[src/rtl/fwd_hazard_unit_pkg.sv]
`default_nettype none
// ============================================================================
// Module   : fwd_hazard_unit_pkg
// Purpose  : RV32I opcode constants, register-index width and the
//            in-flight destination record type shared by the forwarding
//            and hazard logic.
// Revision : 1.0 - initial release
// ============================================================================
package fwd_hazard_unit_pkg;

    // RV32I major opcodes (inst[6:0])
    localparam logic [6:0] c_OP_LUI       = 7'b0110111;
    localparam logic [6:0] c_OP_AUIPC     = 7'b0010111;
    localparam logic [6:0] c_OP_JAL       = 7'b1101111;
    localparam logic [6:0] c_OP_JALR      = 7'b1100111;
    localparam logic [6:0] c_OP_BRANCH    = 7'b1100011;
    localparam logic [6:0] c_OP_LOAD      = 7'b0000011;
    localparam logic [6:0] c_OP_STORE     = 7'b0100011;
    localparam logic [6:0] c_OP_ARI_ITYPE = 7'b0010011;
    localparam logic [6:0] c_OP_ARI_RTYPE = 7'b0110011;
    localparam logic [6:0] c_OP_FENCE     = 7'b0001111;
    localparam logic [6:0] c_OP_CSR       = 7'b1110011;

    // Register index width
    localparam int c_REG_W = 5;

    // One in-flight destination record
    typedef struct packed {
        logic               valid;
        logic [c_REG_W-1:0] rd;
        logic               is_load;
    } fwd_rec_t;

endpackage : fwd_hazard_unit_pkg
`default_nettype wire

[src/rtl/fwd_hazard_unit_inst_reg_use.sv]
`default_nettype none
// ============================================================================
// Module   : inst_reg_use
// Purpose  : Combinational RV32I register-usage decoder. Reports whether an
//            instruction writes rd, reads rs1/rs2, and whether it is a load.
//            Unrecognised opcodes report no register usage at all.
// Ports    : i_inst     in  32  instruction word
//            o_has_rd   out 1   writes a non-x0 destination
//            o_has_rs1  out 1   reads rs1
//            o_has_rs2  out 1   reads rs2
//            o_is_load  out 1   LOAD opcode
//            o_rd/o_rs1/o_rs2 out 5  register index fields
// Revision : 1.0 - initial release
// ============================================================================
module inst_reg_use
    import fwd_hazard_unit_pkg::*;
(
    input  logic [31:0]        i_inst,
    output logic               o_has_rd,
    output logic               o_has_rs1,
    output logic               o_has_rs2,
    output logic               o_is_load,
    output logic [c_REG_W-1:0] o_rd,
    output logic [c_REG_W-1:0] o_rs1,
    output logic [c_REG_W-1:0] o_rs2
);

    logic [6:0] w_opcode;
    logic       w_rd_nz;

    assign w_opcode = i_inst[6:0];
    assign o_rd     = i_inst[11:7];
    assign o_rs1    = i_inst[19:15];
    assign o_rs2    = i_inst[24:20];
    assign w_rd_nz  = (i_inst[11:7] != '0);

    always_comb begin
        o_has_rd  = 1'b0;
        o_has_rs1 = 1'b0;
        o_has_rs2 = 1'b0;
        o_is_load = 1'b0;
        case (w_opcode)
            c_OP_LUI, c_OP_AUIPC, c_OP_JAL: begin
                o_has_rd = w_rd_nz;
            end
            c_OP_JALR, c_OP_ARI_ITYPE, c_OP_FENCE: begin
                o_has_rd  = w_rd_nz;
                o_has_rs1 = 1'b1;
            end
            c_OP_LOAD: begin
                o_has_rd  = w_rd_nz;
                o_has_rs1 = 1'b1;
                o_is_load = 1'b1;
            end
            c_OP_ARI_RTYPE: begin
                o_has_rd  = w_rd_nz;
                o_has_rs1 = 1'b1;
                o_has_rs2 = 1'b1;
            end
            c_OP_BRANCH, c_OP_STORE: begin
                o_has_rs1 = 1'b1;
                o_has_rs2 = 1'b1;
            end
            c_OP_CSR: begin
                // funct3[2] set selects the immediate (zimm) CSR forms
                o_has_rd  = w_rd_nz;
                o_has_rs1 = ~i_inst[14];
            end
            default: begin
                o_has_rd  = 1'b0;
            end
        endcase
    end

endmodule : inst_reg_use
`default_nettype wire

[src/rtl/fwd_hazard_unit.sv]
`default_nettype none
// ============================================================================
// Module   : fwd_hazard_unit
// Purpose  : Operand forwarding select and load-use hazard detection for the
//            decode stage. Tracks one destination record per stage after
//            decode (record 1 = execute, the youngest) and counts stall
//            cycles in a saturating counter.
// Ports    : clk, rst_n (sync, active-low)
//            id_valid, id_inst   instruction in decode
//            flush               kill decode instruction this cycle
//            ext_stall           freeze the whole pipeline this cycle
//            rs1_sel, rs2_sel    0 = register file, k = forward from record k
//            hazard_stall        hold decode, bubble into record 1
//            stall_cnt           saturating count of stall cycles
// Revision : 1.0 - initial release
// ============================================================================
module fwd_hazard_unit
    import fwd_hazard_unit_pkg::*;
#(
    parameter int DEPTH      = 2,
    parameter int LOAD_STAGE = 2,
    parameter int SEL_W      = ($clog2(DEPTH + 1) < 1) ? 1 : $clog2(DEPTH + 1),
    parameter int CNT_W      = 16
) (
    input  logic             clk,
    input  logic             rst_n,
    input  logic             id_valid,
    input  logic [31:0]      id_inst,
    input  logic             flush,
    input  logic             ext_stall,
    output logic [SEL_W-1:0] rs1_sel,
    output logic [SEL_W-1:0] rs2_sel,
    output logic             hazard_stall,
    output logic [CNT_W-1:0] stall_cnt
);

    logic               w_has_rd;
    logic               w_has_rs1;
    logic               w_has_rs2;
    logic               w_is_load;
    logic [c_REG_W-1:0] w_rd;
    logic [c_REG_W-1:0] w_rs1;
    logic [c_REG_W-1:0] w_rs2;

    logic               w_rs1_use;
    logic               w_rs2_use;
    logic [SEL_W-1:0]   w_rs1_sel;
    logic [SEL_W-1:0]   w_rs2_sel;
    logic               w_rs1_ld_wait;
    logic               w_rs2_ld_wait;
    logic               w_hazard;
    fwd_rec_t           w_new_rec;

    fwd_rec_t           r_rec [1:DEPTH];
    logic [CNT_W-1:0]   r_cnt;

    inst_reg_use u_dec (
        .i_inst    (id_inst),
        .o_has_rd  (w_has_rd),
        .o_has_rs1 (w_has_rs1),
        .o_has_rs2 (w_has_rs2),
        .o_is_load (w_is_load),
        .o_rd      (w_rd),
        .o_rs1     (w_rs1),
        .o_rs2     (w_rs2)
    );

    // x0 is excluded here so a read of x0 can never pick up a forward
    assign w_rs1_use = id_valid && w_has_rs1 && (w_rs1 != '0);
    assign w_rs2_use = id_valid && w_has_rs2 && (w_rs2 != '0);

    // Priority encoders: scan oldest to youngest so the last hit (smallest k)
    // wins. The load-wait flag follows the winning record only.
    always_comb begin
        w_rs1_sel     = '0;
        w_rs2_sel     = '0;
        w_rs1_ld_wait = 1'b0;
        w_rs2_ld_wait = 1'b0;
        for (int k = DEPTH; k >= 1; k--) begin
            if (w_rs1_use && r_rec[k].valid && (r_rec[k].rd == w_rs1)) begin
                w_rs1_sel     = SEL_W'(k);
                w_rs1_ld_wait = r_rec[k].is_load && (k < LOAD_STAGE);
            end
            if (w_rs2_use && r_rec[k].valid && (r_rec[k].rd == w_rs2)) begin
                w_rs2_sel     = SEL_W'(k);
                w_rs2_ld_wait = r_rec[k].is_load && (k < LOAD_STAGE);
            end
        end
    end

    assign w_hazard = (w_rs1_ld_wait || w_rs2_ld_wait) && !flush;

    // A stalled or flushed decode slot enters the pipe as a bubble
    always_comb begin
        w_new_rec         = '0;
        w_new_rec.valid   = id_valid && w_has_rd && !w_hazard && !flush;
        w_new_rec.rd      = w_rd;
        w_new_rec.is_load = w_is_load;
    end

    always_ff @(posedge clk) begin
        if (!rst_n) begin
            for (int k = 1; k <= DEPTH; k++) begin
                r_rec[k] <= '0;
            end
            r_cnt <= '0;
        end else if (!ext_stall) begin
            for (int k = DEPTH; k >= 2; k--) begin
                r_rec[k] <= r_rec[k-1];
            end
            r_rec[1] <= w_new_rec;
            if (w_hazard && (r_cnt != '1)) begin
                r_cnt <= r_cnt + CNT_W'(1);
            end
        end
    end

    assign rs1_sel      = w_rs1_sel;
    assign rs2_sel      = w_rs2_sel;
    assign hazard_stall = w_hazard;
    assign stall_cnt    = r_cnt;

endmodule : fwd_hazard_unit
`default_nettype wire

[config.mk]
export PLATFORM = sky130hd
export DESIGN_NAME = fwd_hazard_unit
export DESIGN_NICKNAME = d
export VERILOG_FILES = /design/src/rtl/fwd_hazard_unit_pkg.sv /design/src/rtl/fwd_hazard_unit_inst_reg_use.sv /design/src/rtl/fwd_hazard_unit.sv
export SDC_FILE = /design/constraint.sdc
export NUM_CORES = 1
export LEC_CHECK = 0
export CORE_ASPECT_RATIO = 2
export CORE_UTILIZATION = 42
export DETAILED_ROUTE_END_ITERATION = 16
export PLACE_DENSITY_LB_ADDON = 0.05
export SYNTH_ARGS = -nofsm -noshare
export SYNTH_HDL_FRONTEND = slang
export SYNTH_SLANG_ARGS = --single-unit
[constraint.sdc]
create_clock -name clk -period 1.9 [get_ports clk]
set_input_delay 0.19 -clock clk [delete_from_list [all_inputs] [get_ports clk]]
set_output_delay 0.19 -clock clk [all_outputs]
set_load 0.01 [all_outputs]
; Word-level counts from Yosys, hierarchy flattened
; Memories as Yosys holds them, arrays and structs flattened.
; Index checks and enable logic that the tools add are counted.
[totals]
register_bits = 16
mem_bits_rw = 14
input_bits = 37
memories = 1
[op_classes]
addsub = 1
eq_ne = 16
n_mux = 16
bitwise_logic = 4
n_reduce_logical = 27
[mem_list]
columns = memory, depth, word_bits, rd, rd_ports_with_merged_regs, wr, line_no
row1 = r_rec, 2, 7, 2, 0, 2, fwd_hazard_unit.sv:54  ; fwd_rec_t r_rec [1:DEPTH];
[op_table]
columns = operator, count
row1 = $eq A7 B7 Y1 const B, 4
row2 = $eq A7 B6 Y1 const B, 3
row3 = $eq A5 B5 Y1, 4
row4 = $logic_and A1 B1 Y1, 17
row5 = $add A16 B1 Y16 const B, 1
row6 = $ne A16 B16 Y1 const B, 1
row7 = $reduce_bool A5 Y1, 3
row8 = $eq A7 B5 Y1 const B, 2
row9 = $mux W7, 2
row10 = $mux W1, 9
row11 = $reduce_or A9 Y1, 1
row12 = $mux W2, 4
row13 = $eq A7 B2 Y1 const B, 1
row14 = $eq A7 B4 Y1 const B, 1
row15 = $reduce_or A7 Y1, 1
row16 = $reduce_or A3 Y1, 1
row17 = $logic_not A1 Y1, 2
row18 = $not A1 Y1, 2
row19 = $or A1 B1 Y1, 2
row20 = $pmux W1 S2, 1
row21 = $reduce_and A2 Y1, 1
row22 = $logic_or A1 B1 Y1, 1

; Longest topological paths before layout
; Gate-level depths: netlist of run 1.
[logic_depth]
ltp_word = 14
depth_mapped = 8

; Modules after synthesis
; A second synthesis of run 1 with hierarchy kept.
[unflattened]
cells_unflattened = 203
area_unflattened_um2 = 1869.3
[by_module_without_submodules]
columns = module, n_inst, cells_per_inst, area_per_inst_um2
row1 = fwd_hazard_unit, 1, 166, 1619.1
row2 = inst_reg_use, 1, 37, 250.2

; Worst setup path after synthesis of run 1
; OpenSTA, ideal clock, no wires.
[synth_path]
path_kind = register -> register
startpoint = register r_cnt[0], in the netlist stall_cnt[0]
endpoint = register r_cnt[4], in the netlist stall_cnt[4]
setup_ns = 0.070
t_arrival_ns = 1.905
required_time_ns = 1.830
setup_slack_ns = -0.076
stages_incl_launch_ff = 8
path_buffers = 2
path_cell_list = dfxtp_1 -> ha_1 -> and3_1 -> buf_6 -> a31o_2 -> clkbuf_1 -> or4_1 -> a21oi_1
[synth_via]
elab_chain_cells = 3
word_cells_on_any_way = 4
classes_between = 1 x add/sub / 1 x eq/ne / 2 x reduce/logical
[synth_rtl]
columns = item, line_no
row1 = from (decl), fwd_hazard_unit.sv:55  ; logic [CNT_W-1:0] r_cnt;
row2 = from (signal assigned), fwd_hazard_unit.sv:113  ; r_cnt <= r_cnt + CNT_W'(1);
row3 = branches (longest 3 deep; another with $add A16 B1 Y16), --
; Several ways; the timed one is not identified.
; A chain may end at the register's enable or synchronous reset.

==> summary.md, run 1 <==
Count of endpoints failing hold in the final timing report: 0. Type of the most critical hold path: register to register. Setup repair after global routing could not meet its margin everywhere. The worst-case setup margin in the final layout was -290 ps. The H-tree was split into 2 levels. Peak supply drop: 417 µV. For the CTS sink count, the log shows 29.

The run gives 2120 ps as the required time of the critical path. The number of distinct library cell variants in the gate-level netlist after synthesis is 46, and the global-route usage over all layers is 25.5%. Using the TritonRoute via totals, the vias-per-cell ratio works out to 5.49. TritonCTS built the clock tree.

The first global-routing pass estimated 9.28 mm of wire. The filler cells instantiated in the layout total 295. The leakage component of the power came out at 1.44 nW. After detailed routing, the number of remaining DRC violations is 0. Based on the critical path, the design can be clocked at up to 457 MHz. Proportion of synthesized flip-flops having asynchronous set or reset: 0%.

The tool flagged a number of max-cap violations equal to 0. For the via count of the first global-routing pass, the log shows 2097. Entering global routing, the biggest net connects 18 pins. The detailed router placed 2145 vias in this run.

Overflow left after global routing: 0. Buffers placed on the I/O ports in this run total 48. Measured along the x axis, the die boundary spans 49.4 µm.

Data on the critical path arrives at its endpoint at 2410 ps. The cell taking the most area after synthesis was edfxtp_1. The tools report the critical path endpoint category as a register. The number of nets handed over by synthesis was 245.

Once the floorplan was initialized, standard cells occupied 43.5% of the core. The checks that failed: setup timing. The logs give 6.53 mm for the final routed wirelength across all metal layers and 4 for the number of detailed-routing iterations run before antenna repair.

Setup-violating endpoint count in the final report: 19. Cells with a size suffix above 1 make up 42.7% of the layout. Yosys mapped a number of flops with a built-in enable equal to 13. Most frequent standard cell in the layout excluding fill and tap cells: buf_4. The worst setup path is of the register to register kind. The logs give 207 for the gate count of the mapped netlist and 0 for the total inserted antenna cells. The top-level I/O count was 58; the initial antenna violation count was 0. The routability congestion estimate from global placement was 0.868; the combined area of all synthesized cells was 1890 µm². The worst pin sits at a relative slew slack of 70.4%. The half-perimeter wire length after placement was 4.43 mm. After floorplanning, the core was sized to cover 4340 µm².

Relative to the synthesized area, the layout overhead comes to 83.2%. The later pin in the worst-skew pair is clocked with a latency of 290 ps. The run finished, with violations left. The period utilization came out at 115%.

The number of clock buffers added by TritonCTS is 5. The clock transition at the registers of the reported paths was 70 ps; the slew at the pin closest to its max-slew limit was 445 ps. Number of nets in the finished design: 374. The area share of the largest cell type after synthesis was 20.7%; the number of violations reported at the end of detailed-routing iteration 0 was 49.

The buffer depth of the longest clock path is 2, and the routed wirelength normalized by instance count is 16.7 µm. The cell sitting at the root of the clock tree is a clkbuf_8. The design draws 1.54 mW. In this run the vertical extent of the chip is 96.8 µm. Dominant synthesized flop cell: dfxtp_1.

In the layout the commonest cells are buf_4 (68), clkdlybuf4s50_1 (28), nand2_1 (20). The startpoint class of the critical path was a register. By area the synthesized netlist is led by edfxtp_1 (21%), dfxtp_1 (17%), xnor2_1 (7.0%).

The run gives 34 as the cell row count. The worst path needs 2190 ps of the cycle, external delays included. The final design utilization is 79.7%, and the flip-flop and latch count after synthesis is 29. Power spread over the standard cell area amounts to 444 nW/µm². The run gives 0 as the number of max-slew violations in the final report. The mean post-synth cell area came out at 9.12 µm². The number of nets with antenna violations after routing is 0, and the largest fanout on the critical path is 8.

The proportion of synthesized chip area in sequential cells is 37.6%. For the final database, setup skew stands at 9.56 ps. The tools report the die outline area as 4780 µm².

For this run, the number of Yosys warnings is 0.
-- registers in the layout, indices dropped and copies added, names as in the netlist --
signal and cells:
r_rec 13, stall_cnt 16
-- cell usage after synthesis (all sizes together) (6+ instances only) --
master / number
o31ai: 7
nand2: 22
xnor2: 15
nor2: 8
or4: 9
edfxtp: 13
and2: 12
a21oi: 17
inv: 7
nand2b: 7
nor3: 6
nand3: 9
dfxtp: 16
-- logic make-up (layout without fill, tap and decap cells) --
group	count (synthesis)	count (layout)	synth area share (%)
and+or+nand+nor	95	95	29.8
xor gates and xnor gates	20	20	9.28
buffers and inverters	14	144	3.64
muxes	5	5	2.65
adders and majority gates	1	1	0.663
AOI/OAI and AO/OA	43	43	16.4
DFF	29	29	37.6
-- layer usage --
layer  track usage, %  wire length [µm]
met1             22.0              2210
met2             52.9              3840
met3             3.14               244
met4             11.9               233
met5                0                 0
-- final cells by class --
class	count	area, µm²	share of cell area, %
clock inverter	3	17.5	0.507
multi-input combinational	164	1410	40.8
tap	54	67.6	1.95
timing repair buffer	129	1150	33.2
clock buffer	5	68.8	1.99
sequential	29	717	20.7
inverter	7	26.3	0.760
-- path summary, 6_finish.rpt --
kind,start,endpoint,slack [ps],depth (start not counted)
hold / removal,stall_cnt[13]$_SDFFE_PN0P_,stall_cnt[13]$_SDFFE_PN0P_,490,2
setup reg to reg,r_rec[1][4]$_SDFFCE_PN0P_,stall_cnt[5]$_SDFFE_PN0P_,-290,9
hold reg to reg,stall_cnt[13]$_SDFFE_PN0P_,stall_cnt[13]$_SDFFE_PN0P_,490,2
setup / recovery,r_rec[1][4]$_SDFFCE_PN0P_,stall_cnt[5]$_SDFFE_PN0P_,-290,9
-- through the flow --
stage / std cells / setup WS (ps) / TNS, ps / instance area (µm²) / hold WS (ps)
after floorplan: 207 / -1.08 / -1.22 / 1920 / 339
after global placement: 358 / -525 / -8970 / 2830 / 475
after detailed placement: 358 / -544 / -9460 / 2830 / 474
after CTS: 382 / -304 / -3640 / 3130 / 490
after global routing: 391 / -431 / -5950 / 3460 / 543
final: 391 / -290 / -3630 / 3460 / 487
-- power by group --
| group | internal, mW | leakage (nW) | switching, mW |
|---|---|---|---|
| registers | 0.672 | 0.273 | 0.0174 |
| logic | 0.192 | 1.12 | 0.155 |
| clock network | 0.252 | 0.0455 | 0.248 |
| total | 1.12 | 1.44 | 0.420 |
-- what timing repair did --
action	CTS	global route
resized for setup	45	57
hold buffers	0	0
pin swaps	31	28
setup buffers	17	10
setup endpoints to repair	21	22
-- critical path: stages (launching register included) --
cell and delay, ps:
edfxtp_1 450, buf_6 150, xnor2_2 130, nand4_1 190
nor3_4 280, buf_6 130, a31oi_4 90, buf_6 150
or4_4 420, a21oi_2 130
Note: power is estimated with default switching activity, not from simulation.
==> run 2, diff against run 1 <==
Settings changed: CAP_MARGIN set to 20, PLACE_DENSITY set to 0.76, PLACE_DENSITY_LB_ADDON 0.05 to unset, SYNTH_HIERARCHICAL set to 1.
==> run 2 against run 1 <==
Compared with the run above:
- the flow still finishes with violations (setup timing)
- global-route usage up 0.39 points
- final cell count down 9.7%
- largest cell class unchanged
- core utilization down 7.8 points
- routed wire length down 8.4%
==> summary.md, run 2 <==
After synthesis, the netlist uses 46 different library cells. Ranked by instance count, the synthesized netlist is headed by dfxtp_1 (16), buf_4 (15), edfxtp_1 (13). The met3 usage is 3.63%, and the flip-flop and latch count after synthesis is 29. STA classifies the critical path startpoint as a register. For this run, the register share of the synthesized area comes to 38.0%. The capture point of the critical path was stall_cnt[8]$_SDFFE_PN0P_. On the final layout, the worst hold slack is 519 ps.

The tools report the required time of the critical path as 2130 ps. The type of the most critical hold path was register to register. The run gives 2 as the CTS H-tree depth. For the worst flop-to-flop path, the logic depth is 9. For this design, the CTS-stage hold fixing added 0 buffers. Yosys attributes the largest share of cell area to edfxtp_1 (21%), dfxtp_1 (17%), buf_4 (6.0%).

Initial antenna violation count: 0. For the data arrival time of the critical path, the log shows 2280 ps. Walking the worst path, the cells encountered are xnor2_1 > nand4_1 > nor3_4 > buf_6 > buf_6 > o21bai_4 > buf_6 > or3_4 > a21oi_2. Setup repair after global routing could not meet its margin everywhere. The total power per unit cell area works out to 468 nW/µm². Dominant combinational cell family by area after synthesis: simple AND/OR/NAND/NOR gates.

In this run the critical register-to-register path is captured at stall_cnt[8]$_SDFFE_PN0P_. The tools report the peak supply drop as 562 µV. The final layout contains routed wiring with a total length of 5.98 mm. After synthesis, the share of flip-flops with an asynchronous set or reset is 0%. The final route contains 1955 vias.

For this run, the number of Yosys warnings is 6. After detailed routing, the number of remaining DRC violations is 0. The synthesized netlist devotes 9.84% of its cell area to XOR and XNOR gates.

The number of nets in the finished design was 336; the net count after synthesis was 241. Layer with the highest usage: met2. In this run the deepest clock path goes through 2 buffers.

The finished layout holds 353 standard cells, fillers aside. The worst-case setup margin in the final layout was -156 ps; the placeable core area was 4300 µm². Clock-pin slew was measured on the worst setup and hold paths at 70 ps. The floorplan step defined a die boundary enclosing 4740 µm². After floorplanning, the core was divided into 34 placement rows. The synthesized design spends more area on one cell type than any other, namely edfxtp_1.

The root buffer cell is clkbuf_8. The setup clock skew after layout is 5.00 ps. The largest incremental delay on the critical path was 440 ps; the total inserted antenna cells was 0. The tool flagged a number of max-cap violations equal to 0. The fraction of layout cells with a size suffix above 1 was 42.5%. The slew at the pin closest to its max-slew limit was 553 ps; the number of synthesized flops with an enable pin was 13.

For this run, the top clock speed supported by timing is 486 MHz. The combined area of all synthesized cells is 1870 µm². For the routing usage on met1, the log shows 23.3%. TritonCTS built the clock tree.

After detailed routing, the number of vias per cell comes to 5.54. The run gives 0 as the count of endpoints failing hold in the final timing report. The run gives 4.02 mm as the half-perimeter wire length after placement. The worst setup path is of the register to register kind.

The final reports fail on setup timing. The setup-violating endpoint count in the final report is 11. The number of logic stages on the critical path including buffering is 9. The cell count after synthesis came out at 203.

Measured along the x axis, the die boundary spans 49.2 µm. The flow ran to the end, but the final reports show violations. The smallest clock period supported by the final layout is computed as 2060 ps. The library cell used most frequently in the layout, excluding fill and tap cells, is buf_4.

The synthesized netlist devotes 15.7% of its cell area to compound gates. The tools report the number of max-slew violations in the final report as 0. Input and output buffers added on the ports amount to 48.

Global routing consumed, over all layers together, 25.9% of the routing resources. The leakage component of the power came out at 1.19 nW. In the final timing run, aggregate negative setup slack is -1200 ps. The clock reaches the later pin of the worst-skew pair after 290 ps.

The number of buffers added by the clock tree synthesis step was 5; the area share of the largest cell type after synthesis was 20.9%. The largest fanout on the critical path works out to 6. Measured on the finished design, the core utilization comes to 71.9%. The congestion estimate from routability-driven global placement came to 0.843. The floorplan die height was 96.3 µm. Global routing consumed, on the met2 layer, 53.2% of the routing resources.

In this run the critical register-to-register path is launched from r_rec[1][3]$_SDFFCE_PN0P_. The most numerous cell type found on the critical path is buf_6. The critical path endpoint category was a register. The run gives 1.45 mW as the post-layout total power. The dominant synthesized flop cell is dfxtp_1. For this configuration, the core starts out at a cell density of 43.5%.

The synthesized netlist devotes 27.1% of its cell area to simple gates. By instance count, the leading cell after synthesis is dfxtp_1. The routed wirelength normalized by instance count works out to 16.9 µm. Entering global routing, the biggest net connects 14 pins. Area added between synthesis and finish: 65.2%.

The CTS sink count came out at 29. The global-route wire length before repair is 9.18 mm. The slowest stage cell on the critical path is edfxtp_1. The first routing iteration left 33 violations. Dividing the final minimum period by the clock period gives 108%. The number of flip-flops under the largest register name was 16; the post-synthesis mux area share was 0%. Once detail routing completed, the nets flagged for antenna violations numbered 0. The family with the most delay on the worst path is simple AND/OR/NAND/NOR gates. Overflow left after global routing: 0. Averaged over all synthesized cells, the footprint is 9.21 µm². The number of detailed-routing iterations run before antenna repair was 4. The count of buffering cells on the critical path with inverters included was 3. For the register-to-register setup slack, the log shows -160 ps.

The origin of the worst setup path is r_rec[1][3]$_SDFFCE_PN0P_. For this design the top-level I/O count stands at 58. Headroom to the max-slew limit came out at 63.0%. The library cells used most frequently in the layout, excluding fill and tap cells, are buf_4 (51), clkdlybuf4s50_1 (27), edfxtp_1 (13), dfxtp_1 (13), and2_1 (12). The tools report the via count of the first global-routing pass as 1993. The number of cells in the design after placement is 333, and the share of synthesized cell area in full adder, half adder and majority cells is 0.669%.
[run 2: layout make-up]
| class | count | area, µm² |
|---|---|---|
| timing repair buffer | 109 | 940 |
| clock buffer | 5 | 68.8 |
| inverter | 3 | 11.3 |
| tap | 54 | 67.6 |
| sequential | 29 | 714 |
| multi-input combinational | 150 | 1270 |
| clock inverter | 3 | 17.5 |
| fill | 313 | 1210 |
[run 2: worst min path at each step]
| stage | start | end | slack (ps) | depth (start not counted) |
|---|---|---|---|---|
| 2_1_floorplan | rst_n | stall_cnt[4]$_SDFFE_PN0P_ | 330 | 2 |
| 3_3_place_gp | stall_cnt[5]$_SDFFE_PN0P_ | stall_cnt[5]$_SDFFE_PN0P_ | 480 | 2 |
| 3_5_place_dp | stall_cnt[5]$_SDFFE_PN0P_ | stall_cnt[5]$_SDFFE_PN0P_ | 500 | 2 |
| 4_1_cts | stall_cnt[5]$_SDFFE_PN0P_ | stall_cnt[5]$_SDFFE_PN0P_ | 510 | 2 |
| 5_1_grt | stall_cnt[15]$_SDFFE_PN0P_ | stall_cnt[15]$_SDFFE_PN0P_ | 530 | 2 |
| 6_report | stall_cnt[13]$_SDFFE_PN0P_ | stall_cnt[13]$_SDFFE_PN0P_ | 520 | 2 |
[run 2: timing repair]
| item | 4_1_cts | 5_1_grt |
|---|---|---|
| buffers inserted | 8 | 6 |
| setup endpoints to repair | 21 | 21 |
| pin swaps | 33 | 17 |
| gates resized for setup | 75 | 28 |
[run 2: cells by family (layout without fill, tap and decap cells)]
| kind of cell | after synthesis | after routing |
|---|---|---|
| AOI/OAI and AO/OA | 41 | 41 |
| buffers and inverters | 24 | 120 |
| DFF | 29 | 29 |
| adders and majority gates | 1 | 1 |
| and+or+nand+nor | 87 | 87 |
| xor gates and xnor gates | 21 | 21 |
[run 2: power breakdown]
group	switching [mW]	internal [mW]
registers	0.0175	0.674
clock network	0.249	0.252
logic	0.119	0.135
total	0.386	1.06
[run 2: per-layer routing]
layer | up-vias | part of all wire [%]
met5 | - | 0
met4 | 0 | 4.1
met3 | 19 | 3.7
met2 | 69 | 58
met1 | 943 | 34
li1 | 924 | -
[run 2: metrics by stage]
stage	area, µm²	worst slack [ps]
floorplan	1900	-22.5
global placement	2690	-611
detailed placement	2690	-737
CTS	2970	-163
global route	3090	-247
finish	3090	-156
[run 2: worst register-to-register path: cells and delay by family (launching register included)]
kind | cells | cell delay, ps
AND/OR/NAND/NOR | 3 | 740
flip-flops | 1 | 440
buffers and inverters | 3 | 380
AO/OA/AOI/OAI | 2 | 240
XOR/XNOR | 1 | 190
